File: src/rtl/div_pkg.sv
// Shared types and helpers for the sequential restoring divider.
package div_pkg;

  typedef enum logic [1:0] {
    IDLE = 2'd0,
    CALC = 2'd1,
    DONE = 2'd2
  } state_e;

  // Width of the iteration counter that counts NBITS-1 down to 0.
  function automatic int cnt_width(input int nbits);
    return (nbits <= 2) ? 1 : $clog2(nbits);
  endfunction

endpackage

File: src/rtl/cla_subtractor.sv
// Combinational W-bit subtractor: a - b computed as a + ~b + 1 with a
// carry-lookahead carry network. borrow is high when b > a.
module cla_subtractor #(
  parameter int W = 5
) (
  input  logic [W-1:0] a,
  input  logic [W-1:0] b,
  output logic [W-1:0] diff,
  output logic         borrow
);

  logic [W-1:0] g;
  logic [W-1:0] p;
  logic [W:0]   c;
  logic         pp;
  logic         cc;

  assign g = a & ~b;
  assign p = a ^ ~b;

  // Each carry is expanded as a flat sum of generate terms gated by the
  // propagate chain above them, plus the fully propagated carry-in.
  always_comb begin
    c    = '0;
    c[0] = 1'b1;
    pp   = 1'b1;
    cc   = 1'b0;
    for (int unsigned i = 0; i < W; i++) begin
      pp = 1'b1;
      cc = 1'b0;
      for (int unsigned k = 0; k <= i; k++) begin
        cc = cc | (g[i-k] & pp);
        pp = pp & p[i-k];
      end
      cc       = cc | (pp & c[0]);
      c[i+1]   = cc;
    end
  end

  assign diff   = p ^ c[W-1:0];
  assign borrow = ~c[W];

endmodule

File: src/rtl/seq_restoring_divider.sv
// Multi-cycle unsigned restoring divider, one quotient bit per cycle,
// valid/ready handshake on both sides.
// Optional macro DIV_ZERO_SHORTCUT_EN: a zero divisor skips the iterations
// and flags div_by_zero while the result is presented.
module seq_restoring_divider
  import div_pkg::*;
#(
  parameter int NBITS = 4
) (
  input  logic             clk,
  input  logic             rst_n,
  input  logic             in_valid,
  output logic             in_ready,
  input  logic [NBITS-1:0] dividend,
  input  logic [NBITS-1:0] divisor,
  output logic             out_valid,
  input  logic             out_ready,
  output logic [NBITS-1:0] quotient,
  output logic [NBITS-1:0] remainder,
  output logic             div_by_zero
);

  localparam int CW = cnt_width(NBITS);
  localparam int W  = NBITS + 1;

  state_e           state_q, state_d;
  logic [NBITS-1:0] d_q, d_d;
  logic [NBITS-1:0] q_q, q_d;
  logic [W-1:0]     r_q, r_d;
  logic [CW-1:0]    cnt_q, cnt_d;
  logic [W-1:0]     r_sh;
  logic [W-1:0]     diff;
  logic             borrow;
`ifdef DIV_ZERO_SHORTCUT_EN
  logic             dbz_q, dbz_d;
`endif

  // Shift the next dividend bit into the partial remainder.
  assign r_sh = {r_q[NBITS-1:0], q_q[NBITS-1]};

  cla_subtractor #(.W(W)) u_sub (
    .a      (r_sh),
    .b      ({1'b0, d_q}),
    .diff   (diff),
    .borrow (borrow)
  );

  // Next-state and datapath update for the IDLE -> CALC -> DONE sequence.
  always_comb begin
    state_d = state_q;
    d_d     = d_q;
    q_d     = q_q;
    r_d     = r_q;
    cnt_d   = cnt_q;
`ifdef DIV_ZERO_SHORTCUT_EN
    dbz_d   = dbz_q;
`endif
    case (state_q)
      IDLE: begin
        if (in_valid) begin
          d_d     = divisor;
          q_d     = dividend;
          r_d     = '0;
          cnt_d   = CW'(NBITS - 1);
          state_d = CALC;
`ifdef DIV_ZERO_SHORTCUT_EN
          dbz_d   = 1'b0;
          if (divisor == '0) begin
            q_d     = '1;
            r_d     = {1'b0, dividend};
            dbz_d   = 1'b1;
            state_d = DONE;
          end
`endif
        end
      end
      CALC: begin
        if (!borrow) begin
          r_d = diff;
          q_d = {q_q[NBITS-2:0], 1'b1};
        end else begin
          r_d = r_sh;
          q_d = {q_q[NBITS-2:0], 1'b0};
        end
        if (cnt_q == '0) begin
          state_d = DONE;
        end else begin
          cnt_d = cnt_q - CW'(1);
        end
      end
      DONE: begin
        if (out_ready) begin
          state_d = IDLE;
        end
      end
      default: state_d = IDLE;
    endcase
  end

  // State and datapath registers.
  always_ff @(posedge clk or negedge rst_n) begin
    if (!rst_n) begin
      state_q <= IDLE;
      d_q     <= '0;
      q_q     <= '0;
      r_q     <= '0;
      cnt_q   <= '0;
`ifdef DIV_ZERO_SHORTCUT_EN
      dbz_q   <= 1'b0;
`endif
    end else begin
      state_q <= state_d;
      d_q     <= d_d;
      q_q     <= q_d;
      r_q     <= r_d;
      cnt_q   <= cnt_d;
`ifdef DIV_ZERO_SHORTCUT_EN
      dbz_q   <= dbz_d;
`endif
    end
  end

  assign in_ready  = (state_q == IDLE);
  assign out_valid = (state_q == DONE);
  assign quotient  = q_q;
  assign remainder = r_q[NBITS-1:0];
`ifdef DIV_ZERO_SHORTCUT_EN
  assign div_by_zero = dbz_q & out_valid;
`else
  assign div_by_zero = 1'b0;
`endif

endmodule

File: config.mk
export PLATFORM = sky130hd
export DESIGN_NAME = seq_restoring_divider
export DESIGN_NICKNAME = d
export VERILOG_FILES = /design/src/rtl/div_pkg.sv /design/src/rtl/cla_subtractor.sv /design/src/rtl/seq_restoring_divider.sv
export SDC_FILE = /design/constraint.sdc
export NUM_CORES = 1
export LEC_CHECK = 0
export ABC_AREA = 1
export CAP_MARGIN = 40
export CORE_MARGIN = 3
export CORE_UTILIZATION = 52
export DETAILED_ROUTE_END_ITERATION = 8
export PLACE_DENSITY = 0.95
export SETUP_SLACK_MARGIN = 0.2
export SLEW_MARGIN = 20
export SYNTH_ARGS = -nofsm -noshare
export SYNTH_HDL_FRONTEND = slang
export SYNTH_SLANG_ARGS = --single-unit
File: constraint.sdc
create_clock -name clk -period 4.09 [get_ports clk]
set_input_delay 0.818 -clock clk [delete_from_list [all_inputs] [get_ports clk]]
set_output_delay 0.818 -clock clk [all_outputs]
set_load 0.005 [all_outputs]
== Yosys cells after proc, flatten, opt, wreduce, memory -nomap -nowiden ==
Index checks and enable logic that the tools add are counted.

* Flip-flop bits (word level): 16
* Latch bits: 0
* Memory bits (writable): 0
* ROM bits: 0
* Input bits: 12
* Output and inout bits: 11
* Word-level logic and storage cells: 61
* Memories: 0

* Add/subtract/negate cells: 1
* Multiply operators: 0
* Divide/modulo/power cells: 0
* $lt $le $gt $ge: 0
* Equality and inequality tests: 6
* Shifts and indexed selects: 0
* Muxes and demuxes: 13
* Bitwise gates (word level): 29
* Reduce and logical (&&, ||, !) cells: 7

{| class="wikitable"
|+ Operators with widths
! operator !! count
|-
| 4-bit case mux with 2 select lines || 2
|-
| 1-bit AND || 14
|-
| 4-bit two-way mux || 3
|-
| 1-bit OR || 11
|-
| 2-bit two-way mux || 5
|-
| 2-bit != test (second input constant) || 3
|-
| 2-bit case mux with 3 select lines || 1
|-
| 3-bit AND reduction || 2
|-
| 5-bit AND || 1
|-
| 4-bit inverter with 5-bit output || 1
|-
| 5-bit XOR || 1
|-
| 2-bit zero test || 2
|-
| 2-bit case mux with 2 select lines || 1
|-
| 2-bit AND reduction || 2
|-
| 4-bit XOR || 1
|-
| 2-bit by 1-bit equality test with 1-bit output (second input constant) || 1
|-
| 2-bit equality test (second input constant) || 1
|-
| 2-bit by 1-bit != test with 1-bit output (second input constant) || 1
|-
| 2-bit nonzero test || 1
|-
| 2-bit by 1-bit subtractor with 2-bit output (second input constant) || 1
|-
| 1-bit two-way mux || 1
|}

== Longest topological paths before layout ==
Gate-level depths: netlist of the first run.

* Depth after elaboration: 10
* Gate-level depth with buffers: 10

== Cells and area by module ==
From an unflattened synthesis of the first run, not the netlist that was laid out.

* Cell total of the unflattened synthesis: 159
* Area total of the unflattened synthesis: 1103.6 µm²

{| class="wikitable"
|+ By module, submodules not included
! module !! times used !! cells an instance !! area each (µm²) !! seq. area each (µm²)
|-
| seq_restoring_divider || 1 || 103 || 809.5 || 400.4
|-
| cla_subtractor || 1 || 56 || 294.0 || 0.0
|}

== Least setup slack after synthesis of the first run ==
Ideal clock, no wire load.

* Path kind: flip-flop to output port
* Start: reg state_q[0]
* End: out in_ready
* Arrival: 0.594 ns
* Data required time: 3.272 ns
* Path slack: 2.678 ns
* Cell stages (with the launch flop): 2
* Buffers on the path: 0
* Cell sequence: dfrtp_1 -> nor2_2

* Longest elaborated chain between the ends: 1

{| class="wikitable"
|+ RTL lines
! what !! RTL line !! text
|-
| start, declared || seq_restoring_divider.sv:26 || <nowiki>state_e state_q, state_d;</nowiki>
|-
| start signal, assigned || seq_restoring_divider.sv:112 || <nowiki>state_q <= state_d;</nowiki>
|-
| 2-bit zero test || seq_restoring_divider.sv:123 || <nowiki>assign in_ready = (state_q == IDLE);</nowiki>
|-
| end, declared || seq_restoring_divider.sv:13 || <nowiki>output logic in_ready,</nowiki>
|}

No other way between the ends.

== Worst setup path in the final report of the first run ==
Ends and elaborated chain as after synthesis.

==> reports/qor.csv, run 1 <==
metric;value;unit
port_buffers;21;
fp.coreArea;0.00161;mm^2
wl;2340;um
yosys_warnings;0;
area_growth_syn_to_layout;26.9;%
synthDominantCellAreaShare;0.418;
htree_levels;1;
dpl.hpwl;1650;um
rows;14;
pin_count;23;
hold_buffers;0;
synthArstFlopShare;1.00;
path_clk_slew;0.09;ns
multi_input_area;468;um^2
setup-violations-final;0;
antenna_cells;0;
synth.area.mux_share;0;
layout_commonest_cell;nand2_1;
dp.cells;162;
slew_violations;0;
final_nets;161;
grt_pass1_vias;898;
drtAntennaViolNets;0;
critPathKind;flip-flop to output pin;
max_slew_margin;0.541;
cts_tree;yes;
drt-initial-drc-count;16;
crit_path_start_kind;flip-flop;
synth_fp_nets;137;
grt_start_max_net_pins;17;
yosys-top-cells-area;dfrtp_1, nand2_1, ha_1, inv_1, nand3_1;
yosys_register_bits;16;
finalCriticalPeriod;2.37;ns
clk_latency;0.30;ns
gp_congestion;0.780;
max_freq;0.423;GHz
tightest_slew;0.686;ns
cp-end-kind;output pin;
synth_top_family_by_area;simple AND/OR/NAND/NOR gates;
yosys.area_share.simple;0.286;
syn-cell-area;958;um^2
final_cells;166;
cts_setup_buffers;0;
synth.distinct_cells;25;
fillers;124;
viasPerCell;5.38;
synth_compound_area_frac;0.111;
synth_top_cell_by_area;dfrtp_1;
synth_xor_area_frac;0.00914;
grt_use_total;0.217;
postCtsResizedCells;0;
drt_drc_violations_left;0;
grt_overflow;0;
synth-seq-area-share;0.418;
synth_area_per_cell;8.05;um^2
synthAdderAreaFrac;0.0783;
cp.required;3.27;ns
die-height;48.9;um
peakVddDrop;482;uV
antenna_found_initial;0;
vias;893;
die-area;0.00239;mm^2
first_pass_iters;4;
cts_num_sinks;16;
drive_gt1_frac;0.0915;
layout_common_cells;nand2_1, clkdlybuf4s50_1, inv_1, dfrtp_1, nand3_1;
finalHoldViolations;0;
max_cap_violations;0;
ctsLongestPathBuffers;2;
initial_core_util;0.595;
crit_fanout;5;
critPathArrivalTime;1.55;ns
skew;0.00216;ns
p_leak;0.612;nW
numCtsBuffers;3;
fin_tns_setup;0;ns
status;finished, final reports clean;
grt_pass1_wl;3920;um
min_period_over_period;0.579;
ys.flop_type;dfrtp_1;
wl_per_cell;14.1;um
register_area;400;um^2
hp-class;flip-flop to flip-flop;
p_per_area;901;mW/mm^2
root_buffer;clkbuf_4;
rsz0062_at_grt;no;
die_x;48.9;um
syn_inst;119;
synth-edff-count;0;
-- area by class of cell --
class,instances,share of cell area
Timing Repair Buffer,21,0.173
Sequential cell,16,0.329
Clock buffer,4,0.0298
Inverter,19,0.0586
Multi-Input combinational cell,82,0.385
Tap cell,24,0.0247
-- stage by stage --
stage | utilization | setup slack, ns | power (mW) | hold slack (ns) | instance area, um^2
detailed placement | 0.732 | 2.05 | 0.966 | 0.515 | 1180
floorplan | - | 2.68 | 0.752 | 0.484 | 958
global placement | 0.732 | 2.13 | 0.919 | 0.498 | 1180
finish | 0.755 | 1.72 | 1.10 | 0.528 | 1220
global route | 0.755 | 1.66 | 1.19 | 0.563 | 1220
CTS | 0.755 | 1.73 | 1.09 | 0.534 | 1220
-- layer usage --
metal,part of all wire,vias to the layer above,global-route usage
met5,0,-,0
met4,0.045,0,0.123
met3,0.051,11,0.0642
met2,0.53,37,0.410
met1,0.38,419,0.204
li1,-,426,-
-- synthesized netlist by cell type, types with 2 or more instances --
library cell,instances
inv_1,19
nor2_2,2
a21oi_1,7
nand3b_1,2
nor2_1,7
nand2_1,31
dfrtp_1,16
nand3_1,10
nand2_2,3
o21ai_0,2
ha_1,6
-- registers in the layout, summed over array words and instances, names as in the netlist --
register  flops
quotient      4
d_q           4
cnt_q         2
r_q           4
state_q       2
-- cells by family after synthesis --
group | Yosys count
compound gates | 16
xor+xnor | 1
fa+ha+maj | 6
buf+inv | 21
flops | 16
other cells | 1
simple gates | 58
-- report_power, final --
group,leakage [nW],internal [mW],switching (mW)
sequential,0.186,0.238,0.0636
clock,0.0210,0.0544,0.0524
combinational,0.405,0.286,0.402
-- path summary, 6_finish.rpt --
check	cells after the start	endpoint	slack (ns)	start
max	2	in_ready	1.72	state_q[0]$_DFFE_PN0P_
min	2	d_q[1]$_DFFE_PN0P_	0.53	d_q[1]$_DFFE_PN0P_
max reg2reg	10	r_q[3]$_DFFE_PN0P_	2.51	quotient[3]$_DFFE_PN0P_
min reg2reg	2	d_q[1]$_DFFE_PN0P_	0.53	d_q[1]$_DFFE_PN0P_
max in group asynchronous	1	d_q[0]$_DFFE_PN0P_	2.73	rst_n
min in group asynchronous	1	cnt_q[1]$_DFFE_PN0P_	0.93	rst_n
-- critical path, cell delays in order, from the launching register on --
cell and delay [ns]:
dfrtp_1 0.45, nor2_2 0.25, clkdlybuf4s50_1 0.56
Note: power is estimated with default switching activity, not from simulation.
==> run 2: changes to the inputs <==
- CORE_UTILIZATION: 52 -> 43
- PLACE_DENSITY: 0.95 -> 0.86
- clock period: 4.09 -> 1.9 ns (I/O delays scaled with it)
==> reports/qor.csv, run 2 (synthesis gave the netlist of run 1 again) <==
metric;value;unit;change
status;finished, final reports clean;;unchanged
cp_slowest_cell;dfrtp_1;;was clkdlybuf4s50_1
drt-initial-drc-count;8;;was 16
wl_per_cell;12.4;um;was 14.1 um
grt_use_total;0.175;;was 0.217
critPathArrivalTime;1.24;ns;was 1.55 ns
layout_commonest_cell;nand2_1;;unchanged
slowest_delay;0.44;ns;was 0.56 ns
numCtsBuffers;3;;unchanged
hold_buffers;0;;unchanged
path_clk_slew;0.09;ns;about the same
gp_congestion;0.779;;was 0.780
peakVddDrop;973;uV;was 482 uV
cp_top_family;buffers and inverters;;unchanged
antenna_found_initial;0;;unchanged
cts_num_sinks;16;;unchanged
hp-class;input pin to async pin;;was flip-flop to flip-flop
grt_overflow;0;;unchanged
port_buffers;21;;unchanged
fin_hold_ws;0.409;ns;was 0.528 ns
initial_core_util;0.469;;was 0.595
power;2.36;mW;was 1.10 mW
crit_fanout;4;;was 5
skew;0.000511;ns;was 0.00216 ns
grt_start_max_net_pins;17;;unchanged
grt_pass1_vias;813;;was 898
first_pass_iters;7;;was 4
setup_slack;0.278;ns;was 1.72 ns
htree_levels;1;;unchanged
tightest_slew;0.529;ns;was 0.686 ns
area_growth_syn_to_layout;32.0;%;was 26.9%
cp-end-kind;output pin;;unchanged
max_cap_violations;0;;unchanged
layout_common_cells;nand2_1, clkdlybuf4s50_1, inv_1, dfrtp_1, nand3_1;;unchanged
crit_path_start_kind;flip-flop;;unchanged
die-area;0.00283;mm^2;was 0.00239 mm^2
path_buf_inv;3;;was 1
final_cells;174;;was 166
fin_tns_setup;0;ns;unchanged
drive_gt1_frac;0.136;;was 0.0915
rows;16;;was 14
cp.required;1.52;ns;was 3.27 ns
drtAntennaViolNets;0;;unchanged
die-height;53.2;um;was 48.9 um
root_buffer;clkbuf_4;;unchanged
p_leak;0.654;nW;was 0.612 nW
p_per_area;1870;mW/mm^2;was 901 mW/mm^2
dp.cells;166;;was 162
max_freq;0.617;GHz;
vias;850;;was 893
wl;2150;um;was 2340 um
setup-violations-final;0;;unchanged
clk_latency;0.28;ns;was 0.30 ns
finalHoldViolations;0;;unchanged
pin_count;23;;unchanged
cts_tree;yes;;unchanged
dpl.hpwl;1670;um;was 1650 um
crit_chain;buf_4, inv_2, nor2_1, dlygate4sd2_1;;was nor2_2, clkdlybuf4s50_1
critPathKind;flip-flop to output pin;;unchanged
die_x;53.2;um;was 48.9 um
rsz0062_at_grt;no;;unchanged
ctsLongestPathBuffers;2;;unchanged
fp.coreArea;0.00204;mm^2;was 0.00161 mm^2
final_nets;166;;was 161
grt_pass1_wl;3570;um;was 3920 um
finalCriticalPeriod;1.62;ns;
slew_violations;0;;unchanged
antenna_cells;0;;unchanged
max_slew_margin;0.645;;was 0.541
drt_drc_violations_left;0;;unchanged
min_period_over_period;0.854;;
viasPerCell;4.89;;was 5.38
place_ws;0.277;ns;was 2.05 ns
==> run 2: cell count changes in the layout (fill, tap and decap cells not counted), sizes merged <==
| cell | previous run | this run |
|---|---|---|
| buf | 0 | 5 |
| clkdlybuf4s50 | 21 | 19 |
| dlygate4sd2 | 0 | 1 |
| dlymetal6s2s | 0 | 1 |
==> run 2: power by group <==
group	leakage [nW]	switching, mW	internal, mW
Sequential	0.185	0.137	0.514
Combinational	0.448	0.829	0.660
Clock	0.0210	0.106	0.116
Total	0.654	1.07	1.29
==> run 2: path summary, 6_finish.rpt <==
kind | cells past startpoint | startpoint | to | slack (ns)
worst max-delay path | 4 | state_q[1]$_DFFE_PN0P_ | out_valid | 0.28
worst min-delay path | 2 | rst_n | quotient[0]$_DFFE_PN0P_ | 0.41
worst max register to register | 9 | r_q[2]$_DFFE_PN0P_ | r_q[3]$_DFFE_PN0P_ | 0.33
worst min register to register | 2 | d_q[3]$_DFFE_PN0P_ | d_q[3]$_DFFE_PN0P_ | 0.53
max in group asynchronous | 2 | rst_n | state_q[0]$_DFFE_PN0P_ | 1.30
min in group clk | 2 | d_q[3]$_DFFE_PN0P_ | d_q[3]$_DFFE_PN0P_ | 0.53
==> run 2: what timing repair did <==
action                     in CTS  in global routing
pin swaps                       1                  0
setup endpoints to repair       2                  2
setup buffers                   2                  2
gates resized for setup         4                  1
==> run 2: layout make-up <==
type	instances	area [um^2]
Tap cell	27	33.8
Inverter	19	71.3
Multi-Input combinational cell	82	473
Fill cell	194	777
Clock buffer	4	36.3
Timing Repair Buffer	26	249
Sequential cell	16	402
==> run 2: per-layer routing <==
metal / share of wire / vias to the layer above / GRT usage / routed length, um
met5: 0 / - / 0 / 0
met4: 0.0037 / 0 / 0.0511 / 8
met3: 0.039 / 2 / 0.0169 / 83
met2: 0.51 / 20 / 0.306 / 1100
met1: 0.44 / 392 / 0.224 / 953
li1: - / 436 / - / -
==> run 2: per-stage QoR <==
step           area (um^2)   util
6_report              1260  0.619
5_1_grt               1260  0.619
4_1_cts               1250  0.611
3_5_place_dp          1190  0.583
3_3_place_gp          1190  0.583
2_1_floorplan          958      -
